File: src/rtl/transform_pkg.sv
// Shared constants, address field layout and load-FSM state type for the transform parameter bank.
package transform_pkg;

  localparam int REG_COUNT = 11;
  localparam int REG_WIDTH = 0;
  localparam int REG_DEPTH = 1;
  localparam int REG_T11   = 2;
  localparam int REG_T12   = 3;
  localparam int REG_T13   = 4;
  localparam int REG_T21   = 5;
  localparam int REG_T22   = 6;
  localparam int REG_T23   = 7;
  localparam int REG_T31   = 8;
  localparam int REG_T32   = 9;
  localparam int REG_T33   = 10;

  localparam int IDX_MSB  = 6;
  localparam int IDX_LSB  = 3;
  localparam int MODE_MSB = 2;
  localparam int MODE_LSB = 1;
  localparam int CAM_BIT  = 0;

  localparam int ADDR_W    = 7;
  localparam int RAM_DEPTH = 88;

  localparam logic [3:0] LAST_IDX = 4'(REG_COUNT - 1);

  typedef enum logic [1:0] {
    ST_IDLE,
    ST_LOAD,
    ST_DRAIN,
    ST_COMMIT
  } load_state_e;

  function automatic logic idx_in_range(input logic [ADDR_W-1:0] addr);
    return addr[IDX_MSB:IDX_LSB] <= LAST_IDX;
  endfunction

endpackage

File: src/rtl/transform_reg_ram.sv
// 88-entry parameter store: one write port, one registered read port, read-first on collision.
module transform_reg_ram
  import transform_pkg::*;
#(
  parameter int DATA_W = 25
) (
  input  logic              clk,
  input  logic              we_i,
  input  logic [ADDR_W-1:0] waddr_i,
  input  logic [DATA_W-1:0] wdata_i,
  input  logic [ADDR_W-1:0] raddr_i,
  output logic [DATA_W-1:0] rdata_o
);

  logic [DATA_W-1:0] mem_q [RAM_DEPTH];
  logic [DATA_W-1:0] rdata_q;

  // Both ports update on the same edge, so a colliding read returns the old word.
  always_ff @(posedge clk) begin
    if (we_i && (waddr_i < 7'(RAM_DEPTH))) begin
      mem_q[waddr_i] <= wdata_i;
    end
    if (raddr_i < 7'(RAM_DEPTH)) begin
      rdata_q <= mem_q[raddr_i];
    end else begin
      rdata_q <= '0;
    end
  end

  assign rdata_o = rdata_q;

endmodule

File: src/rtl/transform_reg_bank.sv
// Frame-synchronous parameter bank: stages a mode/camera register set and commits it atomically.
// Optional readback port enabled by defining TRANSFORM_REG_READBACK_EN.
module transform_reg_bank
  import transform_pkg::*;
#(
  parameter int CAM_LINE  = 9,
  parameter int CAM_PIXEL = 10,
  parameter int DATA_W    = 25
) (
  input  logic                 clk,
  input  logic                 i_reset,
  input  logic [ADDR_W-1:0]    i_addr,
  input  logic [DATA_W-1:0]    i_data,
  input  logic                 i_we,
  input  logic                 i_configured,
  input  logic                 i_frame_start,
  input  logic [1:0]           i_mode,
  input  logic                 i_cam,
`ifdef TRANSFORM_REG_READBACK_EN
  input  logic [ADDR_W-1:0]    i_rd_addr,
  input  logic                 i_rd_en,
  output logic [DATA_W-1:0]    o_rd_data,
  output logic                 o_rd_valid,
`endif
  output logic [CAM_PIXEL-1:0] o_width,
  output logic [CAM_LINE-1:0]  o_depth,
  output logic [DATA_W-1:0]    o_t11,
  output logic [DATA_W-1:0]    o_t12,
  output logic [DATA_W-1:0]    o_t13,
  output logic [DATA_W-1:0]    o_t21,
  output logic [DATA_W-1:0]    o_t22,
  output logic [DATA_W-1:0]    o_t23,
  output logic [DATA_W-1:0]    o_t31,
  output logic [DATA_W-1:0]    o_t32,
  output logic [DATA_W-1:0]    o_t33,
  output logic                 o_params_valid,
  output logic                 o_commit,
  output logic                 o_busy
);

  load_state_e state_q, state_d;
  logic [3:0]  cnt_q, cnt_d;
  logic [2:0]  sel_q, sel_d;
  logic        pend_q, pend_d;
  logic        commit_en;
  logic        start_ok;

  logic              ret_valid_q;
  logic [3:0]        ret_idx_q;
  logic [DATA_W-1:0] stage_q [REG_COUNT];

  logic [CAM_PIXEL-1:0] width_q;
  logic [CAM_LINE-1:0]  depth_q;
  logic [DATA_W-1:0]    coef_q [REG_COUNT-2];
  logic                 commit_q;
  logic                 valid_q;

  logic [ADDR_W-1:0] ram_raddr;
  logic [DATA_W-1:0] ram_rdata;

  assign start_ok = i_frame_start && i_configured;

  transform_reg_ram #(
    .DATA_W (DATA_W)
  ) u_ram (
    .clk     (clk),
    .we_i    (i_we && idx_in_range(i_addr)),
    .waddr_i (i_addr),
    .wdata_i (i_data),
    .raddr_i (ram_raddr),
    .rdata_o (ram_rdata)
  );

  always_comb begin
    state_d   = state_q;
    cnt_d     = cnt_q;
    sel_d     = sel_q;
    pend_d    = pend_q;
    commit_en = 1'b0;
    unique case (state_q)
      ST_IDLE: begin
        if (start_ok) begin
          state_d = ST_LOAD;
          cnt_d   = '0;
          sel_d   = {i_mode, i_cam};
        end
      end
      ST_LOAD: begin
        if (start_ok) pend_d = 1'b1;
        if (cnt_q == LAST_IDX) begin
          state_d = ST_DRAIN;
        end else begin
          cnt_d = cnt_q + 4'd1;
        end
      end
      ST_DRAIN: begin
        if (start_ok) pend_d = 1'b1;
        state_d = ST_COMMIT;
      end
      ST_COMMIT: begin
        commit_en = 1'b1;
        // A frame start held during the load chains straight into the next one.
        if (pend_q || start_ok) begin
          state_d = ST_LOAD;
          cnt_d   = '0;
          sel_d   = {i_mode, i_cam};
          pend_d  = 1'b0;
        end else begin
          state_d = ST_IDLE;
        end
      end
      default: state_d = ST_IDLE;
    endcase
  end

  always_ff @(posedge clk or posedge i_reset) begin
    if (i_reset) begin
      state_q     <= ST_IDLE;
      cnt_q       <= '0;
      sel_q       <= '0;
      pend_q      <= 1'b0;
      ret_valid_q <= 1'b0;
      ret_idx_q   <= '0;
    end else begin
      state_q     <= state_d;
      cnt_q       <= cnt_d;
      sel_q       <= sel_d;
      pend_q      <= pend_d;
      ret_valid_q <= (state_q == ST_LOAD);
      ret_idx_q   <= cnt_q;
    end
  end

  always_ff @(posedge clk) begin
    if (ret_valid_q) begin
      for (int i = 0; i < REG_COUNT; i++) begin
        if (ret_idx_q == 4'(i)) stage_q[i] <= ram_rdata;
      end
    end
  end

  always_ff @(posedge clk or posedge i_reset) begin
    if (i_reset) begin
      width_q  <= '0;
      depth_q  <= '0;
      for (int i = 0; i < REG_COUNT - 2; i++) coef_q[i] <= '0;
      commit_q <= 1'b0;
      valid_q  <= 1'b0;
    end else begin
      commit_q <= commit_en;
      if (commit_en) begin
        width_q <= stage_q[REG_WIDTH][CAM_PIXEL-1:0];
        depth_q <= stage_q[REG_DEPTH][CAM_LINE-1:0];
        for (int i = 0; i < REG_COUNT - 2; i++) coef_q[i] <= stage_q[REG_T11 + i];
        valid_q <= 1'b1;
      end
    end
  end

  logic unused_stage_hi;
  assign unused_stage_hi = ^{stage_q[REG_WIDTH][DATA_W-1:CAM_PIXEL],
                             stage_q[REG_DEPTH][DATA_W-1:CAM_LINE]};

`ifdef TRANSFORM_REG_READBACK_EN
  logic              rb_hold_q, rb_hold_d;
  logic [ADDR_W-1:0] rb_addr_q, rb_addr_d;
  logic              rb_valid_q, rb_oob_q;
  logic              rb_serve, rb_idle;
  logic [ADDR_W-1:0] rb_req_addr;

  // The FSM owns the read port outside IDLE; requests made then wait for the port.
  always_comb begin
    rb_idle     = (state_q == ST_IDLE);
    rb_serve    = rb_idle && (rb_hold_q || i_rd_en);
    rb_req_addr = rb_hold_q ? rb_addr_q : i_rd_addr;
    rb_hold_d   = rb_hold_q;
    rb_addr_d   = rb_addr_q;
    if (rb_idle) begin
      rb_hold_d = rb_hold_q && i_rd_en;
      if (rb_hold_q && i_rd_en) rb_addr_d = i_rd_addr;
    end else if (i_rd_en) begin
      rb_hold_d = 1'b1;
      rb_addr_d = i_rd_addr;
    end
    ram_raddr = rb_idle ? rb_req_addr : {cnt_q, sel_q};
  end

  always_ff @(posedge clk or posedge i_reset) begin
    if (i_reset) begin
      rb_hold_q  <= 1'b0;
      rb_addr_q  <= '0;
      rb_valid_q <= 1'b0;
      rb_oob_q   <= 1'b0;
    end else begin
      rb_hold_q  <= rb_hold_d;
      rb_addr_q  <= rb_addr_d;
      rb_valid_q <= rb_serve;
      rb_oob_q   <= !idx_in_range(rb_req_addr);
    end
  end

  assign o_rd_valid = rb_valid_q;
  assign o_rd_data  = (rb_valid_q && !rb_oob_q) ? ram_rdata : '0;
`else
  assign ram_raddr = {cnt_q, sel_q};
`endif

  assign o_width        = width_q;
  assign o_depth        = depth_q;
  assign o_t11          = coef_q[0];
  assign o_t12          = coef_q[1];
  assign o_t13          = coef_q[2];
  assign o_t21          = coef_q[3];
  assign o_t22          = coef_q[4];
  assign o_t23          = coef_q[5];
  assign o_t31          = coef_q[6];
  assign o_t32          = coef_q[7];
  assign o_t33          = coef_q[8];
  assign o_params_valid = valid_q;
  assign o_commit       = commit_q;
  assign o_busy         = (state_q != ST_IDLE);

endmodule
File: config.mk
export PLATFORM = sky130hd
export DESIGN_NAME = transform_reg_bank
export DESIGN_NICKNAME = d
export VERILOG_FILES = /design/src/rtl/transform_pkg.sv /design/src/rtl/transform_reg_ram.sv /design/src/rtl/transform_reg_bank.sv
export SDC_FILE = /design/constraint.sdc
export NUM_CORES = 2
export LEC_CHECK = 0
export BUFFER_PORTS_ARGS = -buffer_cell sky130_fd_sc_hd__buf_2
export CORE_MARGIN = 4
export CORE_UTILIZATION = 60
export CTS_CLUSTER_DIAMETER = 60
export DETAILED_ROUTE_END_ITERATION = 10
export PLACE_DENSITY_LB_ADDON = 0.1
export SYNTH_ARGS = -nofsm -noshare
export SYNTH_HDL_FRONTEND = slang
export SYNTH_SLANG_ARGS = --single-unit
File: constraint.sdc
create_clock -name clk -period 13.4 [get_ports clk]
set_input_delay 0 -clock clk [delete_from_list [all_inputs] [get_ports clk]]
set_output_delay 0 -clock clk [all_outputs]
set_load 0.02 [all_outputs]
==> impl_metrics.toml <==
[synth]
synth.distinct_cells = 61
synth_warnings = 0
syn_avg_cell_area_um2 = 22.4
synth_top_cell_by_area = "edfxtp_1"
yosys.area.top_type_share = 0.721
synth_area_mm2 = 0.102
synth_edf_count = 2444
synthCells = 4544
ys_top_cells_by_area = "edfxtp_1, mux4_2, dfrtp_1"
synth_seq_area_share = 0.790
async_reset_ff_frac = 0.0956
yosys_most_used_dff = "edfxtp_1"
synth_fp_nets = 4591
ys_ff_latch = 2730

[global_routing]
grt_overflow = 0
grt_pass1_wl_um = 365000
first_global_vias = 49300
grt_max_degree = 96
grt_use_total = 0.295
antenna_found_initial = 16

[route]
dr.pass1.iters = 7
post_drt_wl_per_cell_um = 34.1
wl_met1_um = 98600
vias_per_cell = 6.62
routed_wl_um = 256000
top_layer = "met5"
drcViolationCount = 0
wl_met3_um = 27900
wl_met2_um = 120000
vias = 49800
drtIter0Drc = 6914
ant_nets = 0

[sta]
drv_slew = 0
min_period_ns = 5.33
worst_pin_slew_ns = 1.32
fin_hold_ws_ns = 0.0928
finalSetupViolCount = 0
clock-skew-final_ns = 0.0386
fin_crit_sh = 0.397
relSlewSlack = 0.113
fmaxAchievable_mhz = 188
setup_tns_ns = 0
hold_viol = 0
rsz0062_at_grt = "false"

[power]
switchingPower_mw = 7.13
totalPowerFinal_mw = 24.1
powerDensity_mw_per_mm2 = 208
clockPowerShare = 0.310
power_frac_seq = 0.434
netSwitchingFraction = 0.296
comb_power_share = 0.256
p_int_mw = 17.0
p_leak_nw = 38.0
peakVddDrop_uv = 164

[worst_setup_path]
worst-r2r-setup-slack_ns = 8.07
worst_ep_arrival_time_ns = 6.10
ff2ff_path_depth = 8
cp-end-kind = "register"
path_delay_family = "buffers and inverters"
required_ns = 14.17
worst-path-stages = 8
path_buf_inv = 3
crit_type = "reg -> reg"
cpPeakStageDelay_ns = 0.84
crit_path_top_delay_cell = "buf_4"
crit_chain = "buf_4 -> buf_4 -> buf_4 -> mux4_2 -> mux4_2 -> o22ai_1 -> or3_1 -> a31oi_1"
cp_max_fo = 45
cp-start-kind = "register"
crit_path_start = "sel_q[0]"
endpoint = "u_ram.rdata_o[18]"
path_common_cell = "buf_4"
timing.rr.end = "u_ram.rdata_o[18]"
r2r_start = "sel_q[0]"

[finish]
layout_commonest_cell = "edfxtp_1"
drive_gt1_frac = 0.330
nNetsFinal = 5153
area_growth_pct = 13.6
final_cell_area_mm2 = 0.116
layout_common_cells = "edfxtp_1, mux4_2, clkbuf_16, mux2_2, buf_2"

[flow_run]
drv_cap = 0

[clocking]
clockBufferDepth = 4
cts.sinks = 2730
clock_latency_ns = 0.91
cts.clk_slew.worst_paths_ns = 0.06
cts_tree = "done"
cts_buffers = 287
h-tree-depth = 5
root_buffer = "clkbuf_16"
cts_setup_buffers = 0

[die]
initial_core_util = 0.606
die_y_um = 420
core_mm2 = 0.168
dieArea_mm2 = 0.176
die_w_um = 420
std_cell_rows = 150
ios = 287

[place]
io_buffers = 286
dp_hpwl_um = 145000
placed_cell_area_mm2 = 0.106
gp_congestion = 0.844

[outcome]
status = "finished, final reports clean"

[min_path]
min_path_type = "in -> reg"
[state kept, by name, indices dropped and copies added, names as in the netlist, 9 cells and up]
| signal | count |
|---|---|
| o_t22 | 25 |
| o_t32 | 25 |
| stage_q | 244 |
| u_ram.mem_q | 2200 |
| o_depth | 9 |
| o_t21 | 25 |
| o_t23 | 25 |
| o_width | 10 |
| o_t12 | 25 |
| o_t31 | 25 |
| o_t33 | 25 |
| o_t13 | 25 |
| u_ram.rdata_o | 25 |
| o_t11 | 25 |
[power by group through the flow]
stage	Sequential [mW]	Clock [mW]	Combinational, mW
5_1_grt	10.5	7.96	6.52
6_report	10.5	7.45	6.17
4_1_cts	10.5	7.56	6.21
3_3_place_gp	10.6	0	6.10
2_1_floorplan	10.8	0	3.86
3_5_place_dp	10.6	0	6.16
[worst min path at each step]
stage / start / cells past startpoint / slack (ns) / endpoint
final: i_data[18] / 2 / 0.09 / u_ram.mem_q[86][18]
after global routing: i_data[18] / 2 / 0.08 / u_ram.mem_q[86][18]
after CTS: i_addr[5] / 4 / 0.02 / u_ram.mem_q[6][11]
after detailed placement: i_reset / 2 / 0.11 / o_t11[14]
after global placement: i_reset / 2 / 0.11 / o_t11[14]
after floorplan: i_data[0] / 0 / 0.1 / u_ram.mem_q[0][0]
[cell usage after synthesis (23+ instances only)]
library cell  number
a21oi_1           78
a22oi_1           95
buf_2             42
buf_4             33
buf_6             23
clkbuf_1         115
dfrtp_1          261
dfxtp_1           25
edfxtp_1        2444
mux2_2           274
mux2i_1          139
mux4_2           535
nand2_1           62
nor2_1           143
o21ai_0           44
o22ai_1           38
[worst reg2reg max path: stages, from the launching register on]
cell	delay (ns)
dfrtp_4	0.82
buf_4	0.84
buf_4	0.82
buf_4	0.79
mux4_2	0.64
mux4_2	0.50
o22ai_1	0.31
or3_1	0.34
a31oi_1	0.13
[metal layers]
layer  vias up  global-route usage
met4         2               0.105
li1      20000                   -
met5         -                   0
met3       440              0.0686
met1     26400               0.427
met2      2914               0.450
[what timing repair did]
item / in CTS / in global routing
gates resized for setup: 0 / 0
hold buffers: 55 / 0
endpoints found under the hold margin: 2400 / 0
[per-stage QoR]
step                       util  setup slack [ns]  std cells
after floorplan               -              6.22       4544
after global placement    0.634              7.93       6966
after detailed placement  0.634              7.88       6966
after CTS                 0.689              7.86       7512
after global routing      0.689              7.60       7513
final                     0.689              8.07       7516
[cell families after synthesis]
| group | share of synthesized area |
|---|---|
| flops | 0.790 |
| mux | 0.162 |
| compound gates | 0.0212 |
| simple gates | 0.0127 |
| buf+inv | 0.0131 |
| fa+ha+maj | 0.000860 |
[cell type report]
type / count / area (µm²)
fill: 10200 / 52300
inverter: 12 / 52.6
timing repair buffer: 504 / 3280
multi-input combinational: 1571 / 20500
tap: 2204 / 2760
antenna: 4 / 10.0
clock buffer: 383 / 7830
clock inverter: 108 / 881
sequential: 2730 / 80400
(Power assumes the default switching activity.)
